==> config.mk <==
export PLATFORM = sky130hd
export DESIGN_NAME = enc_poll_ctrl_flat
export DESIGN_NICKNAME = d
export VERILOG_FILES = /design/src/rtl/enc_poll_ctrl_if.sv /design/src/rtl/enc_poll_ctrl.sv /design/src/flat_wrapper.sv
export SDC_FILE = /design/constraint.sdc
export NUM_CORES = 1
export LEC_CHECK = 0
export ABC_AREA = 1
export BUFFER_PORTS_ARGS = -buffer_cell sky130_fd_sc_hd__clkbuf_2
export CAP_MARGIN = 15
export CORE_ASPECT_RATIO = 1.2
export CORE_MARGIN = 4
export CORE_UTILIZATION = 40
export DETAILED_ROUTE_END_ITERATION = 12
export GPL_TIMING_DRIVEN = 1
export MAX_ROUTING_LAYER = met4
export PLACE_DENSITY = 0.69
export SYNTH_ARGS = -nofsm -noshare
export SYNTH_HDL_FRONTEND = slang
export SYNTH_SLANG_ARGS = --single-unit
==> constraint.sdc <==
create_clock -name aclk -period 4.1 [get_ports aclk]
set_input_delay 0.205 -clock aclk [delete_from_list [all_inputs] [get_ports aclk]]
set_output_delay 0.205 -clock aclk [all_outputs]
set_load 0.05 [all_outputs]
==> src/rtl/enc_poll_ctrl_if.sv <==
// Encoder-side bus between enc_poll_ctrl and a bank of rotary_enc instances.
//   enc_read_enable : per-channel read_enable handshake, driven by the scanner
//   enc_move        : packed signed 8-bit step counts, channel i at [8i+7:8i]
// master modport = scan controller, slave modport = encoder bank.
interface enc_poll_ctrl_if #(
  parameter int N_ENC = 4
);
  logic [N_ENC-1:0]   enc_read_enable;
  logic [8*N_ENC-1:0] enc_move;

  modport master (output enc_read_enable, input enc_move);
  modport slave  (input enc_read_enable, output enc_move);
endinterface

==> src/rtl/enc_poll_ctrl.sv <==
// Scan controller for a bank of rotary encoders. One sequencer walks every
// channel once per poll period, holds read_enable, samples the signed step
// count and folds it into a clamped per-channel value with a sticky change flag.
// Ports:
//   aclk, reset   : clock, synchronous active-high reset
//   enc           : encoder bus (read_enable out, move in)
//   value         : packed per-channel values, channel i at [VAL_W*i +: VAL_W]
//   changed       : sticky change flags, cleared by clr_changed pulses
//   load_en/idx/val : preload strobe, channel and value (clamped)
//   busy          : high while a scan is in progress
//
// state     | meaning
// S_IDLE    | poll timer running, waiting for next scan start
// S_ASSERT  | read_enable[idx] high, hold counter running
// S_SAMPLE  | read_enable[idx] still high, move captured into value[idx]
// S_RELEASE | read_enable low one cycle, advance to next channel or idle
module enc_poll_ctrl #(
  parameter int N_ENC       = 4,
  parameter int POLL_CYCLES = 100000,
  parameter int HOLD_CYCLES = 4,
  parameter int VAL_W       = 16,
  parameter int VAL_MIN     = 0,
  parameter int VAL_MAX     = 1023
) (
  input  logic                   aclk,
  input  logic                   reset,
  enc_poll_ctrl_if.master        enc,
  output logic [VAL_W*N_ENC-1:0] value,
  output logic [N_ENC-1:0]       changed,
  input  logic [N_ENC-1:0]       clr_changed,
  input  logic                   load_en,
  input  logic [2:0]             load_idx,
  input  logic [VAL_W-1:0]       load_val,
  output logic                   busy
);
  localparam int TW = $clog2(POLL_CYCLES);
  localparam int HW = $clog2(HOLD_CYCLES);
  localparam int IW = (N_ENC > 1) ? $clog2(N_ENC) : 1;
  localparam logic [TW-1:0] TMR_LAST  = TW'(POLL_CYCLES - 1);
  localparam logic [HW-1:0] HOLD_LAST = HW'(HOLD_CYCLES - 1);
  localparam logic [IW-1:0] IDX_LAST  = IW'(N_ENC - 1);
  localparam logic [VAL_W-1:0] MIN_U  = VAL_W'(VAL_MIN);
  localparam logic [VAL_W-1:0] MAX_U  = VAL_W'(VAL_MAX);
  localparam logic signed [VAL_W+1:0] MIN_S = (VAL_W+2)'(VAL_MIN);
  localparam logic signed [VAL_W+1:0] MAX_S = (VAL_W+2)'(VAL_MAX);

  typedef enum logic [1:0] {S_IDLE, S_ASSERT, S_SAMPLE, S_RELEASE} state_t;

  state_t              state_q, state_d;
  logic [TW-1:0]       timer_q, timer_d;
  logic [HW-1:0]       hold_q, hold_d;
  logic [IW-1:0]       idx_q, idx_d;
  logic [VAL_W-1:0]    val_q [N_ENC];
  logic [VAL_W-1:0]    val_d [N_ENC];
  logic [N_ENC-1:0]    chg_q, chg_d;
  logic [N_ENC-1:0]    idx_hot, en;
  logic [7:0]          move_sel;
  logic [VAL_W-1:0]    val_sel;
  logic signed [VAL_W+1:0] sum;
  logic [VAL_W-1:0]    step_res, load_res;

  // Two spare bits keep zext(value)+sext(move) from overflowing before the clamp.
  function automatic logic [VAL_W-1:0] clamp_s(input logic signed [VAL_W+1:0] x);
    if (x < MIN_S) return MIN_U;
    if (x > MAX_S) return MAX_U;
    return x[VAL_W-1:0];
  endfunction

  always_comb begin
    idx_hot  = '0;
    move_sel = '0;
    val_sel  = '0;
    for (int i = 0; i < N_ENC; i++) begin
      if (idx_q == IW'(i)) begin
        idx_hot[i] = 1'b1;
        move_sel   = enc.enc_move[8*i +: 8];
        val_sel    = val_q[i];
      end
    end
  end

  assign sum      = $signed({2'b00, val_sel}) + $signed({{(VAL_W-6){move_sel[7]}}, move_sel});
  assign step_res = clamp_s(sum);
  assign load_res = clamp_s($signed({2'b00, load_val}));

  always_comb begin
    state_d = state_q;
    timer_d = timer_q + 1'b1;
    hold_d  = '0;
    idx_d   = idx_q;
    en      = '0;
    unique case (state_q)
      S_IDLE: begin
        if (timer_q == TMR_LAST) begin
          state_d = S_ASSERT;
          timer_d = '0;
        end
      end
      S_ASSERT: begin
        en = idx_hot;
        if (hold_q == HOLD_LAST) state_d = S_SAMPLE;
        else                     hold_d  = hold_q + 1'b1;
      end
      S_SAMPLE: begin
        en      = idx_hot;
        state_d = S_RELEASE;
      end
      S_RELEASE: begin
        if (idx_q == IDX_LAST) begin
          idx_d   = '0;
          state_d = S_IDLE;
        end else begin
          idx_d   = idx_q + 1'b1;
          state_d = S_ASSERT;
        end
      end
      default: state_d = S_IDLE;
    endcase
  end

  // Preload is applied after the sample update so it wins on a shared channel;
  // sets are OR-ed after the clear so a same-cycle set survives clr_changed.
  always_comb begin
    val_d = val_q;
    chg_d = chg_q & ~clr_changed;
    for (int i = 0; i < N_ENC; i++) begin
      if (state_q == S_SAMPLE && idx_hot[i]) begin
        val_d[i] = step_res;
        if (step_res != val_q[i]) chg_d[i] = 1'b1;
      end
      if (load_en && load_idx == 3'(i)) begin
        val_d[i] = load_res;
        chg_d[i] = 1'b1;
      end
    end
  end

  always_ff @(posedge aclk) begin
    if (reset) begin
      state_q <= S_IDLE;
      timer_q <= '0;
      hold_q  <= '0;
      idx_q   <= '0;
    end else begin
      state_q <= state_d;
      timer_q <= timer_d;
      hold_q  <= hold_d;
      idx_q   <= idx_d;
    end
  end

  always_ff @(posedge aclk) begin
    if (reset) begin
      chg_q <= '0;
      for (int i = 0; i < N_ENC; i++) val_q[i] <= MIN_U;
    end else begin
      chg_q <= chg_d;
      for (int i = 0; i < N_ENC; i++) val_q[i] <= val_d[i];
    end
  end

  assign enc.enc_read_enable = en;
  assign changed = chg_q;
  assign busy    = (state_q != S_IDLE);

  for (genvar g = 0; g < N_ENC; g++) begin : g_val
    assign value[g*VAL_W +: VAL_W] = val_q[g];
  end
endmodule
==> src/flat_wrapper.sv <==
// flat-port wrapper written by rule: the top's interface ports become plain ports
module enc_poll_ctrl_flat 
#(
  parameter int N_ENC       = 4,
  parameter int POLL_CYCLES = 100000,
  parameter int HOLD_CYCLES = 4,
  parameter int VAL_W       = 16,
  parameter int VAL_MIN     = 0,
  parameter int VAL_MAX     = 1023
)
  (aclk, reset, value, changed, clr_changed, load_en, load_idx, load_val, busy, enc_enc_read_enable, enc_enc_move);
  enc_poll_ctrl_if #(.N_ENC(N_ENC)) enc_i ();
  input  logic aclk;
  input  logic reset;
  output logic [VAL_W*N_ENC-1:0] value;
  output logic [N_ENC-1:0] changed;
  input  logic [N_ENC-1:0] clr_changed;
  input  logic load_en;
  input  logic [2:0] load_idx;
  input  logic [VAL_W-1:0] load_val;
  output logic busy;
  output wire logic [$bits(enc_i.enc_read_enable)-1:0] enc_enc_read_enable;
  input wire logic [$bits(enc_i.enc_move)-1:0] enc_enc_move;
  assign enc_enc_read_enable = enc_i.enc_read_enable;
  assign enc_i.enc_move = enc_enc_move;
  enc_poll_ctrl #(.N_ENC(N_ENC), .POLL_CYCLES(POLL_CYCLES), .HOLD_CYCLES(HOLD_CYCLES), .VAL_W(VAL_W), .VAL_MIN(VAL_MIN), .VAL_MAX(VAL_MAX)) u_core (.aclk(aclk), .reset(reset), .enc(enc_i), .value(value), .changed(changed), .clr_changed(clr_changed), .load_en(load_en), .load_idx(load_idx), .load_val(load_val), .busy(busy));
endmodule
==> reports/metrics.yaml <==
power:
  power_leakage_nw: 3.905
  total_power_w: 0.004750
  powerDensity_nw_per_um2: 562.3
  peakVddDrop_mv: 0.2261
global_route:
  grt_overflow: 0
  track_usage_pct: 24.04
  grt_pass1_vias: 7108
  grt_pass1_wl_microns: 35560
  antenna_found_initial: 0
  grt_max_degree: 74
layout:
  drive_above_1_share_pct: 22.96
  nets: 1319
  syn_to_final_growth_pct: 30.22
  diodes: 0
  fin_cells: 1445
  utilization_pct: 53.59
floorplanning:
  io_pins: 131
  die_y_microns: 147.5
  start_util_pct: 41.15
  fp-row-count: 50
  die_x_microns: 124.3
  core_sq_um: 15770
  dieArea_sq_um: 18330
clocking:
  cts-hold-fix-buffers: 0
  clock_path_buffers: 2
  cts_made_buffers: 9
  clock_latency_ns: 0.35
  clk_pin_slew_ns: 0.08
  root_buffer: "clkbuf_16"
  cts_tree: "built"
  cts.htree.levels: 3
  cts.sinks: 91
sta:
  relSlewSlack_pct: 26.41
  tightest_slew_ns: 1.100
  period_needed_ns: 3.916
  slew_violations: 0
  fin_crit_sh_pct: 95.51
  skew_ns: 0.01965
  setup_viol: 0
  fmax_mhz: 255.4
  hold_viol: 0
critical_path:
  crit_required_ns: 4.30
  critPathKind: "register to register"
  cp-end-kind: "register"
  path_buf_inv: 8
  cp-start-kind: "register"
  path_max_fanout: 10
  crit_family: "buffers and inverters"
  slowest_stage: "dfxtp_4"
  slowest_delay_ns: 0.39
  worstPathArrival_ns: 4.12
  path_common_cell: "nand2_1"
yosys:
  ys_warn_count: 0
  ys_ff_latch: 91
  netlist_area_sq_um: 6487
  synth.area.top_cells: "dfxtp_1 (28%), nand2_1 (19%), inv_1 (10%)"
  synth-edff-count: 0
  synth_top_area_share_pct: 28.08
  synth_ff_type: "dfxtp_1"
  yosys.cell_types.count: 42
  yosysMostFrequentCell: "nand2_1"
  synth_top_cell_by_area: "dfxtp_1"
  synthTopCellsByCount: "nand2_1 (333), inv_1 (175), dfxtp_1 (91)"
  async_reset_ff_share_pct: 0
  avgSynthCellArea_sq_um: 6.086
  synth_nets: 1153
  syn_inst: 1066
  ys_seq_area_share_pct: 28.08
place:
  io_buffer_count: 130
  dp.cells: 1404
  gp_congestion: 0.9833
  post-dp-hpwl_microns: 17330
detailed_routing:
  wirelength_microns: 22930
  vias_per_cell: 5.263
  wire_per_inst_microns: 15.87
  drt-initial-drc-count: 573
  ant_nets: 0
  dr.pass1.iters: 6
  drc: 0
  vias: 7605
worst_hold_path:
  worstHoldPathType: "primary input to register"
run:
  maxCapViolCount: 0
run_status:
  outcome: "complete, no violations"
registers in the layout (all words and copies together), names as in the netlist:
signal / count
u_core.changed: 4
u_core.timer_q: 17
u_core.state_q: 2
u_core.hold_q: 2
u_core.value: 64
u_core.idx_q: 2
path summary, 6_finish.rpt:
kind / cells past startpoint / slack [ns] / startpoint / to
worst max-delay path: 26 / 0.18 / u_core.idx_q[1]$_SDFFE_PP0P_ / u_core.changed[1]$_SDFF_PP0_
worst min-delay path: 4 / 0.16 / clr_changed[3] / u_core.changed[3]$_SDFF_PP0_
worst max register to register: 26 / 0.18 / u_core.idx_q[1]$_SDFFE_PP0P_ / u_core.changed[1]$_SDFF_PP0_
worst min register to register: 1 / 0.42 / u_core.hold_q[0]$_SDFF_PP0_ / u_core.hold_q[0]$_SDFF_PP0_
cell usage in the layout (no fill, tap or decap), drive strengths merged, types with 7 or more instances in the layout:
master,count
a21oi,51
a22oi,7
a31oi,41
buf,53
clkbuf,142
dfxtp,91
ha,28
inv,182
nand2,345
nand3,70
nand4,7
nor2,74
nor3,39
o21ai,45
o22ai,15
xnor2,8
xor2,9
routing by layer:
layer / vias to the layer above / routed length (microns) / global-route usage [%]
li1: 3765 / - / -
met2: 283 / 11150 / 39.10
met3: 51 / 1363 / 3.289
met1: 3506 / 9654 / 30.24
met4: 0 / 761 / 9.704
met5: - / 0 / -
power by group:
group	switching, W	internal, W	total, W
logic	0.00180	0.00111	0.00291
registers	0.0000710	0.000935	0.00101
clock network	0.000404	0.000429	0.000833
worst register-to-register path: stages (launching register included):
cell and delay (ns):
dfxtp_4 0.39, inv_4 0.06, ha_4 0.18, buf_6 0.16, a21oi_1 0.16, nand2_1 0.12
o21ai_4 0.12, a21oi_4 0.10, buf_4 0.15, buf_4 0.16, ha_1 0.21, inv_1 0.08
nor2_1 0.05, inv_1 0.08, a21oi_2 0.04, nor3_2 0.23, nand2_4 0.11, xnor2_4 0.31
buf_6 0.18, buf_4 0.14, nand2_1 0.14, a21oi_1 0.26, nand2_1 0.08, nor2_1 0.10
nand3_1 0.07, nand2_1 0.06, a21oi_1 0.05
final cells by class:
class / count / area, sq um
multi-input combinational: 761 / 4169
clock buffer: 9 / 225.2
sequential: 91 / 1829
fill: 1594 / 7317
timing repair buffer: 186 / 1184
clock inverter: 7 / 71.32
tap: 208 / 260.3
inverter: 183 / 709.4
logic make-up after synthesis:
group                      Yosys count  share of synthesized area [%]
xor gates and xnor gates            17                          2.585
adders and majority gates           29                          5.709
DFF                                 91                          28.08
AOI/OAI and AO/OA                  166                          14.75
and+or+nand+nor                    547                          36.20
buffers and inverters              216                          12.67
timing repair:
item,4_1_cts,5_1_grt
cloned,1,3
resized for setup,2,95
pin swaps,1,30
buffers inserted,0,20
setup endpoints to repair,4,44
metrics by stage:
stage	setup TNS, ns	worst slack, ns	cell area [sq um]	hold WS (ns)
CTS	0	0.003624	7868	0.1656
global route	-0.04683	-0.04683	8448	0.2037
global placement	0	0.04383	7553	0.4136
finish	0	0.1840	8448	0.1621
detailed placement	-0.1472	-0.04632	7553	0.4172
floorplan	0	0.5236	6487	0.3973
No activity file was read; power rests on OpenSTA's default activity.
